### config.mk
export PLATFORM = sky130hd
export DESIGN_NAME = counter_seq_ctrl
export DESIGN_NICKNAME = d
export VERILOG_FILES = /design/src/rtl/counter_seq_pkg.sv /design/src/rtl/counter_seq_term.sv /design/src/rtl/counter_seq_ctrl.sv
export SDC_FILE = /design/constraint.sdc
export NUM_CORES = 1
export LEC_CHECK = 0
export CAP_MARGIN = 0
export CORE_ASPECT_RATIO = 2
export CORE_UTILIZATION = 40
export CTS_CLUSTER_SIZE = 20
export DETAILED_ROUTE_END_ITERATION = 10
export PLACE_DENSITY = 0.78
export RECOVER_POWER = 50
export SLEW_MARGIN = 30
export SYNTH_ARGS = -nofsm -noshare
export SYNTH_HDL_FRONTEND = slang
export SYNTH_HIERARCHICAL = 1
export SYNTH_SLANG_ARGS = --single-unit
### constraint.sdc
create_clock -name i_clk -period 6.8 [get_ports i_clk]
set_clock_uncertainty 0.2 [all_clocks]
set_input_delay 1.02 -clock i_clk [delete_from_list [all_inputs] [get_ports i_clk]]
set_output_delay 1.02 -clock i_clk [all_outputs]
set_load 0.02 [all_outputs]
### src/rtl/counter_seq_pkg.sv
// Shared types and constants for the counter sequencing controller.
package counter_seq_pkg;

  localparam int unsigned CNT_W_DEFAULT = 8;
  localparam int unsigned MODE_W        = 2;

  typedef enum logic [1:0] {
    ST_IDLE    = 2'd0,
    ST_LOADING = 2'd1,
    ST_RUN     = 2'd2
  } state_t;

  typedef enum logic [MODE_W-1:0] {
    MODE_OS_DOWN  = 2'd0,
    MODE_PERIODIC = 2'd1,
    MODE_PINGPONG = 2'd2,
    MODE_OS_UP    = 2'd3
  } mode_t;

  // Initial count direction for a mode: 1 = down, 0 = up.
  function automatic logic mode_counts_down(input mode_t m);
    return (m == MODE_OS_DOWN) || (m == MODE_PERIODIC);
  endfunction

endpackage

### src/rtl/counter_seq_term.sv
// Terminal-value detector: selects the bound for the current direction and mode
// and compares it with the fed-back counter value.
module counter_seq_term
  import counter_seq_pkg::*;
#(
  parameter int unsigned N = CNT_W_DEFAULT
) (
  input  mode_t          i_mode,
  input  logic           i_dir,
  input  logic [N-1:0]   i_reload,
  input  logic [N-1:0]   i_limit,
  input  logic [N-1:0]   i_cnt,
  output logic           o_at_term_c
);

  logic [N-1:0] w_term;

  // Up-counting stops at the limit; down-counting stops at the reload value
  // in ping-pong and at zero otherwise.
  always_comb begin
    w_term = '0;
    if (!i_dir) begin
      w_term = i_limit;
    end else if (i_mode == MODE_PINGPONG) begin
      w_term = i_reload;
    end
  end

  assign o_at_term_c = (i_cnt == w_term);

endmodule

### src/rtl/counter_seq_ctrl.sv
// Sequencing controller turning a loadable up/down counter into a timer with
// one-shot down, periodic down, ping-pong and one-shot up modes.
module counter_seq_ctrl
  import counter_seq_pkg::*;
#(
  parameter int unsigned N = CNT_W_DEFAULT
) (
  input  logic              i_clk,
  input  logic              i_rst,
  input  logic              i_start,
  input  logic              i_stop,
  input  logic [MODE_W-1:0] i_mode,
  input  logic [N-1:0]      i_reload_val,
  input  logic [N-1:0]      i_limit,
  input  logic [N-1:0]      i_cnt,
  output logic              o_e_c,
  output logic              o_d_c,
  output logic              o_load_c,
  output logic [N-1:0]      o_load_val,
  output logic              o_busy,
  output logic              o_done,
  output logic              o_tick,
  output logic              o_err
);

  state_t       r_state;
  mode_t        r_mode;
  logic [N-1:0] r_reload;
  logic [N-1:0] r_limit;
  logic         r_dir;
  logic         r_busy;
  logic         r_done;
  logic         r_tick;
  logic         r_err;

  logic         w_at_term;
  logic         w_reject;
  logic         w_oneshot;
  mode_t        w_mode_in;

  assign w_mode_in = mode_t'(i_mode);
  assign w_reject  = (w_mode_in == MODE_PINGPONG) && (i_limit <= i_reload_val);
  assign w_oneshot = (r_mode == MODE_OS_DOWN) || (r_mode == MODE_OS_UP);

  counter_seq_term #(.N(N)) u_term (
    .i_mode      (r_mode),
    .i_dir       (r_dir),
    .i_reload    (r_reload),
    .i_limit     (r_limit),
    .i_cnt       (i_cnt),
    .o_at_term_c (w_at_term)
  );

  // Sequencer state, latched configuration and registered status pulses.
  always_ff @(posedge i_clk or posedge i_rst) begin
    if (i_rst) begin
      r_state  <= ST_IDLE;
      r_mode   <= MODE_OS_DOWN;
      r_reload <= '0;
      r_limit  <= '0;
      r_dir    <= 1'b0;
      r_busy   <= 1'b0;
      r_done   <= 1'b0;
      r_tick   <= 1'b0;
      r_err    <= 1'b0;
    end else begin
      r_done <= 1'b0;
      r_tick <= 1'b0;
      r_err  <= 1'b0;
      case (r_state)
        ST_IDLE: begin
          if (!i_stop && i_start) begin
            if (w_reject) begin
              r_err <= 1'b1;
            end else begin
              r_mode   <= w_mode_in;
              r_reload <= i_reload_val;
              r_limit  <= i_limit;
              r_dir    <= mode_counts_down(w_mode_in);
              r_state  <= ST_LOADING;
              r_busy   <= 1'b1;
            end
          end
        end
        ST_LOADING: begin
          r_state <= ST_RUN;
        end
        ST_RUN: begin
          if (i_stop) begin
            r_state <= ST_IDLE;
            r_busy  <= 1'b0;
          end else if (w_at_term) begin
            if (w_oneshot) begin
              r_state <= ST_IDLE;
              r_busy  <= 1'b0;
              r_done  <= 1'b1;
            end else begin
              r_tick <= 1'b1;
              if (r_mode == MODE_PINGPONG) begin
                r_dir <= ~r_dir;
              end
            end
          end
        end
        default: begin
          r_state <= ST_IDLE;
          r_busy  <= 1'b0;
        end
      endcase
    end
  end

  // Counter control strobes; LOAD and E are mutually exclusive by construction.
  always_comb begin
    o_e_c    = 1'b0;
    o_load_c = 1'b0;
    o_d_c    = r_dir;
    case (r_state)
      ST_LOADING: o_load_c = 1'b1;
      ST_RUN: begin
        if (!i_stop) begin
          if (w_oneshot) begin
            o_e_c = !w_at_term;
          end else if (r_mode == MODE_PERIODIC) begin
            o_load_c = w_at_term;
            o_e_c    = !w_at_term;
          end else begin
            o_e_c = 1'b1;
            if (w_at_term) begin
              o_d_c = ~r_dir;
            end
          end
        end
      end
      default: ;
    endcase
  end

  assign o_load_val = r_reload;
  assign o_busy     = r_busy;
  assign o_done     = r_done;
  assign o_tick     = r_tick;
  assign o_err      = r_err;

endmodule

---- After elaboration in Yosys (flattened, before gate mapping) ----
Cells that the tools add are included.
storage, ports and cells
  register bits after elaboration ......... 25
  latch bits .............................. 0
  RAM bits ................................ 0
  ROM bits ................................ 0
  bits of input ports ..................... 30
  output and inout bits ................... 15
  word-level logic and storage cells ...... 88
  memories ................................ 0
operators by class
  add/sub/neg operators ................... 0
  multipliers ............................. 0
  div/mod/pow operators ................... 0
  magnitude comparators ................... 1
  equal/unequal tests ..................... 16
  shift-type cells ........................ 0
  multiplexer cells ....................... 45
  bitwise logic cells ..................... 3
  reductions and logical operators ........ 14
operators with widths
  kind                                            number
  2-to-1 mux 1 bit                                34
  2-to-1 mux 8 bit                                2
  != test 2 bit (second input constant)           6
  2-to-1 mux 2 bit                                5
  == test 2 bit (second input constant)           4
  == test 8 bit                                   1
  <= comparator 8 bit                             1
  AND reduction 7 bit                             1
  == test 2 x 1 -> 1 bit (second input constant)  3
  zero test 2 bit                                 3
  != test 3 bit (second input constant)           2
  one-hot mux 2 bit (3 select lines)              1
  AND reduction 5 bit                             1
  one-hot mux 1 bit (2 select lines)              2
  AND reduction 4 bit                             1
  inverter 1 bit                                  3
  one-hot mux 1 bit (3 select lines)              1
  AND reduction 3 bit                             1
  logical AND 1 bit                               2
  zero test 1 bit                                 2
  logical OR 1 bit                                2
  nonzero test 2 bit                              1

---- Logic depth before layout (Yosys ltp) ----
Gate-level depths: netlist (run 1).
  depth after elaboration ................. 9
  depth in mapped cells ................... 10
  gate-level depth less buffers ........... 9

---- By module ----
Netlist (run 1), hierarchy kept.
modules (own cells, without submodules)
  module            times used  cells an instance  area an instance (µm²)  seq. area each (µm²)
  counter_seq_ctrl  1           114                1,396.3                 625.6
  counter_seq_term  1           39                 280.3                   0.0

---- Worst setup path after synthesis (run 1) ----
No wires, ideal clock.
  kind .................................... in2out
  from .................................... in i_cnt[7]
  to ...................................... out o_d_c
  arrival time ............................ 2.440 ns
  required time ........................... 5.580 ns
  path slack .............................. 3.140 ns
  cell stages on the path ................. 6
  path buffers ............................ 0
  path through ............................ a21oi_1 nand4b_1 nor4_2 nor3b_1 nand2b_1 xnor2_1
between the ends
  word-level cells in the longest chain between the ends .. 6
RTL lines
  what                 line                     text
  from (decl)          counter_seq_ctrl.sv:15   input logic [N-1:0] i_cnt,
  == test 8 bit        counter_seq_term.sv:29   assign o_at_term_c = (i_cnt == w_term);
  named net w_at_term  counter_seq_ctrl.sv:36   logic w_at_term;
  2-to-1 mux 1 bit     counter_seq_ctrl.sv:129  if (w_at_term) begin
  2-to-1 mux 1 bit     counter_seq_ctrl.sv:124  end else if (r_mode == MODE_PERIODIC) begin
  2-to-1 mux 1 bit     counter_seq_ctrl.sv:122  if (w_oneshot) begin
  2-to-1 mux 1 bit     counter_seq_ctrl.sv:121  if (!i_stop) begin
  2-to-1 mux 1 bit     counter_seq_ctrl.sv:118  case (r_state)
  to (decl)            counter_seq_ctrl.sv:17   output logic o_d_c,
The timed path passes the listed nets, and every way through them passes these cells.

---- Final worst setup path (run 1) ----
  from .................................... in i_cnt[5]
  to ...................................... out o_d_c
Same word-level chain as after synthesis.

==> results of run 1 <==
==> metrics by stage <==
stage,hold WS (ns),instances
after floorplan,0.282,153
after global placement,0.289,246
after detailed placement,0.297,246
after CTS,0.318,250
after global routing,0.333,250
final,0.310,250
==> how the worst min path moves through the flow <==
stage | end | startpoint | depth (start not counted) | slack (ns)
final | o_busy$_DFFE_PP0P_ | o_busy$_DFFE_PP0P_ | 1 | 0.31
after global routing | r_limit[7]$_DFFE_PP0P_ | r_limit[7]$_DFFE_PP0P_ | 1 | 0.33
after CTS | o_busy$_DFFE_PP0P_ | o_busy$_DFFE_PP0P_ | 1 | 0.32
after detailed placement | r_limit[1]$_DFFE_PP0P_ | r_limit[1]$_DFFE_PP0P_ | 1 | 0.30
after global placement | o_busy$_DFFE_PP0P_ | o_busy$_DFFE_PP0P_ | 1 | 0.29
after floorplan | r_limit[4]$_DFFE_PP0P_ | r_limit[4]$_DFFE_PP0P_ | 1 | 0.28
==> report_power, final <==
part | total (uW) | leakage (uW) | switching (uW) | internal [uW]
clock | 87.6 | 0.0000228 | 45.8 | 41.8
combinational | 393 | 0.000618 | 171 | 222
sequential | 289 | 0.000304 | 75.3 | 214
total | 769 | 0.000945 | 292 | 478
==> registers in the layout (all words and copies together) (netlist names) <==
name / flops
r_state: 2
r_mode: 2
o_err: 1
o_busy: 1
r_limit: 8
o_done: 1
r_dir: 1
o_tick: 1
o_load_val: 8
==> cells in the final DEF (no fill, tap or decap), types with 4 or more instances in the layout <==
master / Yosys / routed
nor2b_1: 5 / 5
a21oi_1: 11 / 11
ha_1: 13 / 13
mux2_2: 9 / 9
nand2b_1: 11 / 11
clkdlybuf4s50_1: 0 / 37
dfrtp_1: 25 / 25
mux2_4: 9 / 9
dlygate4sd3_1: 0 / 7
a21o_1: 4 / 4
nand4b_1: 11 / 11
inv_1: 14 / 14
nand3_1: 8 / 8
==> kinds of logic (layout without fill, tap and decap cells) <==
group | after synthesis | after routing | synth area share, %
AOI/OAI and AO/OA | 24 | 24 | 9.78
muxes | 18 | 18 | 14.1
adders and majority gates | 13 | 13 | 9.70
buffers and inverters | 17 | 62 | 5.30
and+or+nand+nor | 55 | 55 | 23.3
DFF | 25 | 25 | 37.3
xor gates and xnor gates | 1 | 1 | 0.522
==> cell type report <==
type	instances	area, um^2
flip-flops and latches	25	626
well taps	52	65.1
inverters	14	52.6
repair buffers	44	440
clock buffers	4	45.0
fillers	424	1860
multi-input cells	111	956
==> worst register-to-register path, stage by stage (launching register included) <==
cell      delay (ns)
dfrtp_1         0.69
nand2b_1        0.20
a21oi_1         0.06
nand4b_1        0.19
nor4_1          0.62
nor3b_1         0.44
a21oi_1         0.15
a21oi_1         0.13
a21oi_1         0.07
a21oi_1         0.13
==> metal layers <==
| metal | global-route usage (%) | up-vias | wire [um] |
|---|---|---|---|
| li1 | - | 649 | - |
| met1 | 20.9 | 655 | 1440 |
| met2 | 32.0 | 25 | 2150 |
| met3 | 1.93 | 2 | 97 |
| met4 | 6.48 | 0 | 36 |
| met5 | 0 | - | 0 |
==> impl_metrics.py, run 1 <==
metrics = {
    "outcome": {
        "status": "complete, no violations",
    },
    "yosys": {
        "synth_cell_type_count": 38,
        "synth_warnings": 6,
        "syn_inst": 153,
        "synth_top_area_share_pct": 37.3,
        "ys_seq_area_share_pct": 37.3,
        "synth_edf_count": 0,
        "yosys_register_bits": 25,
        "ys_async_sr_fraction_pct": 100,
        "synth_largest_area_cell": "dfrtp_1",
        "synth_common_cells": "dfrtp_1, inv_1, ha_1",
        "syn_area_um2": 1680,
        "ys.flop_type": "dfrtp_1",
        "yosysMostFrequentCell": "dfrtp_1",
        "ys_top_cells_by_area": "dfrtp_1, ha_1, mux2_4",
        "avgSynthCellArea_um2": 11.0,
        "synth_nets": 196,
    },
    "floorplanning": {
        "die_w_um": 47.8,
        "pin_count": 45,
        "start_util_pct": 41.4,
        "die_area_um2": 4470,
        "coreArea_um2": 4050,
        "num_rows": 33,
        "fp.dieH_um": 93.6,
    },
    "grt": {
        "first_global_vias": 1335,
        "grt_start_max_net_pins": 26,
        "grt_overflow": 0,
        "antenna_found_initial": 0,
        "grt_pass1_wl_mm": 5.92,
        "grtUsageTotal_pct": 18.1,
    },
    "sta": {
        "period_minus_slack_ns": 4.94,
        "finalMaxSlewViolations": 0,
        "layout_setup_ws_ns": 1.86,
        "tightest_slew_ns": 0.975,
        "slew_headroom_pct": 34.9,
        "setup_tns_ns": 0,
        "hold_viol_final": 0,
        "setup_violations": 0,
        "period_share_pct": 72.7,
        "fmax_mhz": 202,
        "rsz0062_at_grt": "no",
    },
    "setup_path": {
        "crit_family": "simple AND/OR/NAND/NOR gates",
        "crit_top_cell": "clkdlybuf4s50_1",
        "reg2reg_from": "r_dir$_DFFE_PP0P_",
        "reg2reg_slack_ns": 3.84,
        "crit_path_top_delay_cell": "clkdlybuf4s50_1",
        "startpoint_type": "primary input",
        "path_cells": "clkdlybuf4s50_1, a21oi_1, nand4b_1, nor4_1, nor3b_1, nand2b_1, xnor2_1, clkdlybuf4s50_1",
        "cp.buffers_inverters": 2,
        "crit_arrival_ns": 3.72,
        "path_depth": 8,
        "critPathMaxFanout": 4,
        "cp_data_required_time_ns": 5.58,
        "rr_endpoint": "r_dir$_DFFE_PP0P_",
        "setup.worst_path.start": "i_cnt[5]",
        "endpoint": "o_d_c",
        "r2r_cells": 9,
        "endpoint_kind": "primary output",
        "max_stage_delay_ns": 0.63,
        "criticalPathCategory": "primary input to primary output",
    },
    "place": {
        "hpwl_mm": 2.88,
        "port_buffers": 44,
        "dpl_cell_area_um2": 2150,
        "place_congestion": 0.831,
        "place_ws_ns": 2.03,
    },
    "layout": {
        "utilization_pct": 54.0,
        "drive_above_1_share_pct": 13.6,
        "area_delta_synth_final_pct": 30.3,
        "fin_area_um2": 2180,
        "final_net_count": 242,
        "diodes": 0,
    },
    "drt": {
        "routed_wl_mm": 3.72,
        "drt_iter0_drc": 22,
        "via_per_inst": 5.32,
        "wl_per_cell_um": 14.9,
        "drc_errors": 0,
        "vias": 1331,
        "first_pass_iters": 4,
        "antenna_left": 0,
    },
    "clocking": {
        "cts_max_path_buffers": 2,
        "clock_sinks": 25,
        "htreeDepth": 1,
        "cts_root_buf": "clkbuf_8",
        "cts_buffers": 3,
        "post_cts_buffers": 0,
        "clk_pin_slew_ns": 0.09,
        "cts_tree": "built",
        "cts_hold_buf": 0,
        "clk_latency_ns": 0.26,
        "post_cts_resized": 0,
    },
    "job": {
        "drv_cap": 0,
    },
    "power_and_ir_drop": {
        "p_leak_uw": 0.000945,
        "ir_drop_mv": 0.180,
        "power_uw": 769,
        "power_density_nw_per_um2": 352,
    },
    "hold_path": {
        "holdCritPathClass": "register to register",
    },
}
Note: power is estimated with default switching activity, not from simulation.
==> inputs of run 2 (changes only) <==
--- a/config.mk
+++ b/config.mk
@@ -10,7 +10,7 @@
 export CORE_UTILIZATION = 40
 export CTS_CLUSTER_SIZE = 20
 export DETAILED_ROUTE_END_ITERATION = 10
-export PLACE_DENSITY = 0.78
+export PLACE_DENSITY = 0.81
 export RECOVER_POWER = 50
 export SLEW_MARGIN = 30
 export SYNTH_ARGS = -nofsm -noshare
==> constraint.sdc (replaced) <==
create_clock -name i_clk -period 4.08 [get_ports i_clk]
set_clock_uncertainty 0.2 [all_clocks]
set_input_delay 0.612 -clock i_clk [delete_from_list [all_inputs] [get_ports i_clk]]
set_output_delay 0.612 -clock i_clk [all_outputs]
set_load 0.02 [all_outputs]
==> run 2 against run 1 <==
  * Worst hold slack got worse by 0.011 ns
  * Critical endpoint unchanged
  * First-iteration DRC count rose by 4.5%
  * Final cell count grew 0.40%
  * Sequential cell count unchanged
  * Total power is 69% higher
  * Utilization rose by 0.37 points
  * Largest power group unchanged
  * Worst setup slack worse by 1.7 ns
  * Clock-buffer cell count did not move
  * Largest cell class unchanged
==> impl_metrics.py, run 2 (synthesis gave the netlist of run 1 again) <==
metrics = {
    "setup_path": {
        "startpoint_type": "register",
        "critPathMaxFanout": 11,
        "crit_arrival_ns": 3.07,
        "endpoint_kind": "primary output",
        "criticalPathCategory": "register to primary output",
        "cp_data_required_time_ns": 3.27,
    },
    "clocking": {
        "clk_latency_ns": 0.28,
        "clk_pin_slew_ns": 0.08,
        "cts_buffers": 3,
        "cts_hold_buf": 0,
        "cts_max_path_buffers": 2,
        "clock_sinks": 25,
        "cts_tree": "built",
        "cts_root_buf": "clkbuf_8",
        "htreeDepth": 1,
    },
    "grt": {
        "grt_pass1_wl_mm": 5.97,
        "grt_overflow": 0,
        "grtUsageTotal_pct": 18.8,
        "grt_start_max_net_pins": 26,
        "first_global_vias": 1354,
        "antenna_found_initial": 0,
    },
    "drt": {
        "antenna_left": 0,
        "drt_iter0_drc": 23,
        "wl_per_cell_um": 14.8,
        "first_pass_iters": 4,
        "drc_errors": 0,
        "vias": 1335,
        "via_per_inst": 5.32,
        "routed_wl_mm": 3.71,
    },
    "power_and_ir_drop": {
        "p_int_uw": 798,
        "combPwrFrac_pct": 51.0,
        "power.switching_uw": 502,
        "power_uw": 1300,
        "power_frac_clock_pct": 11.8,
        "ir_drop_mv": 0.363,
        "seqPwrFrac_pct": 37.2,
        "power_density_nw_per_um2": 591,
        "p_sw_share_pct": 38.6,
        "p_leak_uw": 0.000950,
    },
    "layout": {
        "regArea_um2": 627,
        "mostFrequentLayoutCells": "clkdlybuf4s50_1, dfrtp_1, inv_1",
        "area_delta_synth_final_pct": 31.2,
        "diodes": 0,
        "drive_above_1_share_pct": 15.1,
        "multi_input_area_um2": 962,
        "nFillCells": 407,
        "layout_commonest_cell": "clkdlybuf4s50_1",
        "final_net_count": 243,
    },
    "sta": {
        "whs_ns": 0.299,
        "period_minus_slack_ns": 3.88,
        "rsz0062_at_grt": "no",
        "finalMaxSlewViolations": 0,
        "period_share_pct": 95.2,
        "setup_tns_ns": 0,
        "setup_violations": 0,
        "fmax_mhz": 258,
        "slew_headroom_pct": 34.4,
        "hold_viol_final": 0,
        "tightest_slew_ns": 0.982,
    },
    "floorplanning": {
        "num_rows": 33,
        "die_w_um": 47.8,
        "coreArea_um2": 4050,
        "fp.dieH_um": 93.6,
        "die_area_um2": 4470,
        "pin_count": 45,
        "start_util_pct": 41.4,
    },
    "place": {
        "port_buffers": 44,
        "hpwl_mm": 2.84,
        "place_congestion": 0.872,
    },
    "hold_path": {
        "holdCritPathClass": "register to register",
    },
    "job": {
        "drv_cap": 0,
    },
    "outcome": {
        "status": "complete, no violations",
    },
}
==> run 2: cell types whose count changed in the layout (fill, tap and decap cells not counted), sizes merged <==
cell           delta
buf               +1
clkdlybuf4s50     -1
dlygate4sd3       +1
==> run 2: power groups by stage <==
stage | clock network [uW] | registers (uW) | logic [uW]
6_report | 154 | 483 | 663
5_1_grt | 167 | 500 | 723
4_1_cts | 154 | 480 | 674
3_5_place_dp | 0 | 484 | 670
3_3_place_gp | 0 | 482 | 654
2_1_floorplan | 0 | 489 | 444
==> run 2: path summary, 6_finish.rpt <==
check / endpoint / startpoint / cells past startpoint / slack [ns]
max in group asynchronous: r_dir$_DFFE_PP0P_ / i_rst / 2 / 2.22
worst min register to register: o_busy$_DFFE_PP0P_ / o_busy$_DFFE_PP0P_ / 1 / 0.30
min in group asynchronous: r_mode[0]$_DFFE_PP0P_ / i_rst / 2 / 0.80
worst max register to register: r_dir$_DFFE_PP0P_ / r_mode[1]$_DFFE_PP0P_ / 9 / 1.46
worst min-delay path: o_busy$_DFFE_PP0P_ / o_busy$_DFFE_PP0P_ / 1 / 0.30
worst max-delay path: o_d_c / r_mode[1]$_DFFE_PP0P_ / 8 / 0.20
==> run 2: final cells by class <==
type	instances	area share [%]
tap	52	2.96
clock buffer	4	2.05
sequential	25	28.5
timing repair buffer	45	20.4
multi-input combinational	111	43.7
inverter	14	2.39
==> run 2: layer usage <==
layer  global-route usage [%]  up-vias  wire length, um
li1                         -      650                -
met3                     1.74        7              130
met1                     21.1      643             1410
met2                     32.7       35             2080
met4                     9.26        0               95
met5                        0        -                0
==> run 2: repair_timing <==
| item | in CTS | in global routing |
|---|---|---|
| setup buffers | 0 | 0 |
| gates resized for setup | 0 | 1 |
| setup endpoints to repair | 0 | 2 |
==> run 2: per-stage QoR <==
step	instances	util [%]	setup slack, ns	instance area, um^2
final	251	54.4	0.197	2200
after global routing	251	54.4	0.0488	2200
after CTS	251	54.3	0.0714	2200
after detailed placement	247	53.2	0.220	2150
after global placement	247	53.2	0.280	2150
after floorplan	153	-	1.12	1680
==> run 2: worst max-delay path, cell delays in order, from the launching register on <==
cell and delay (ns):
dfrtp_1 0.63, nand4b_1 0.19, nand3_1 0.13, nand4b_1 0.16, nor4_2 0.35, nor3b_1 0.41, nand2b_1 0.14, xnor2_1 0.16
clkdlybuf4s50_1 0.62
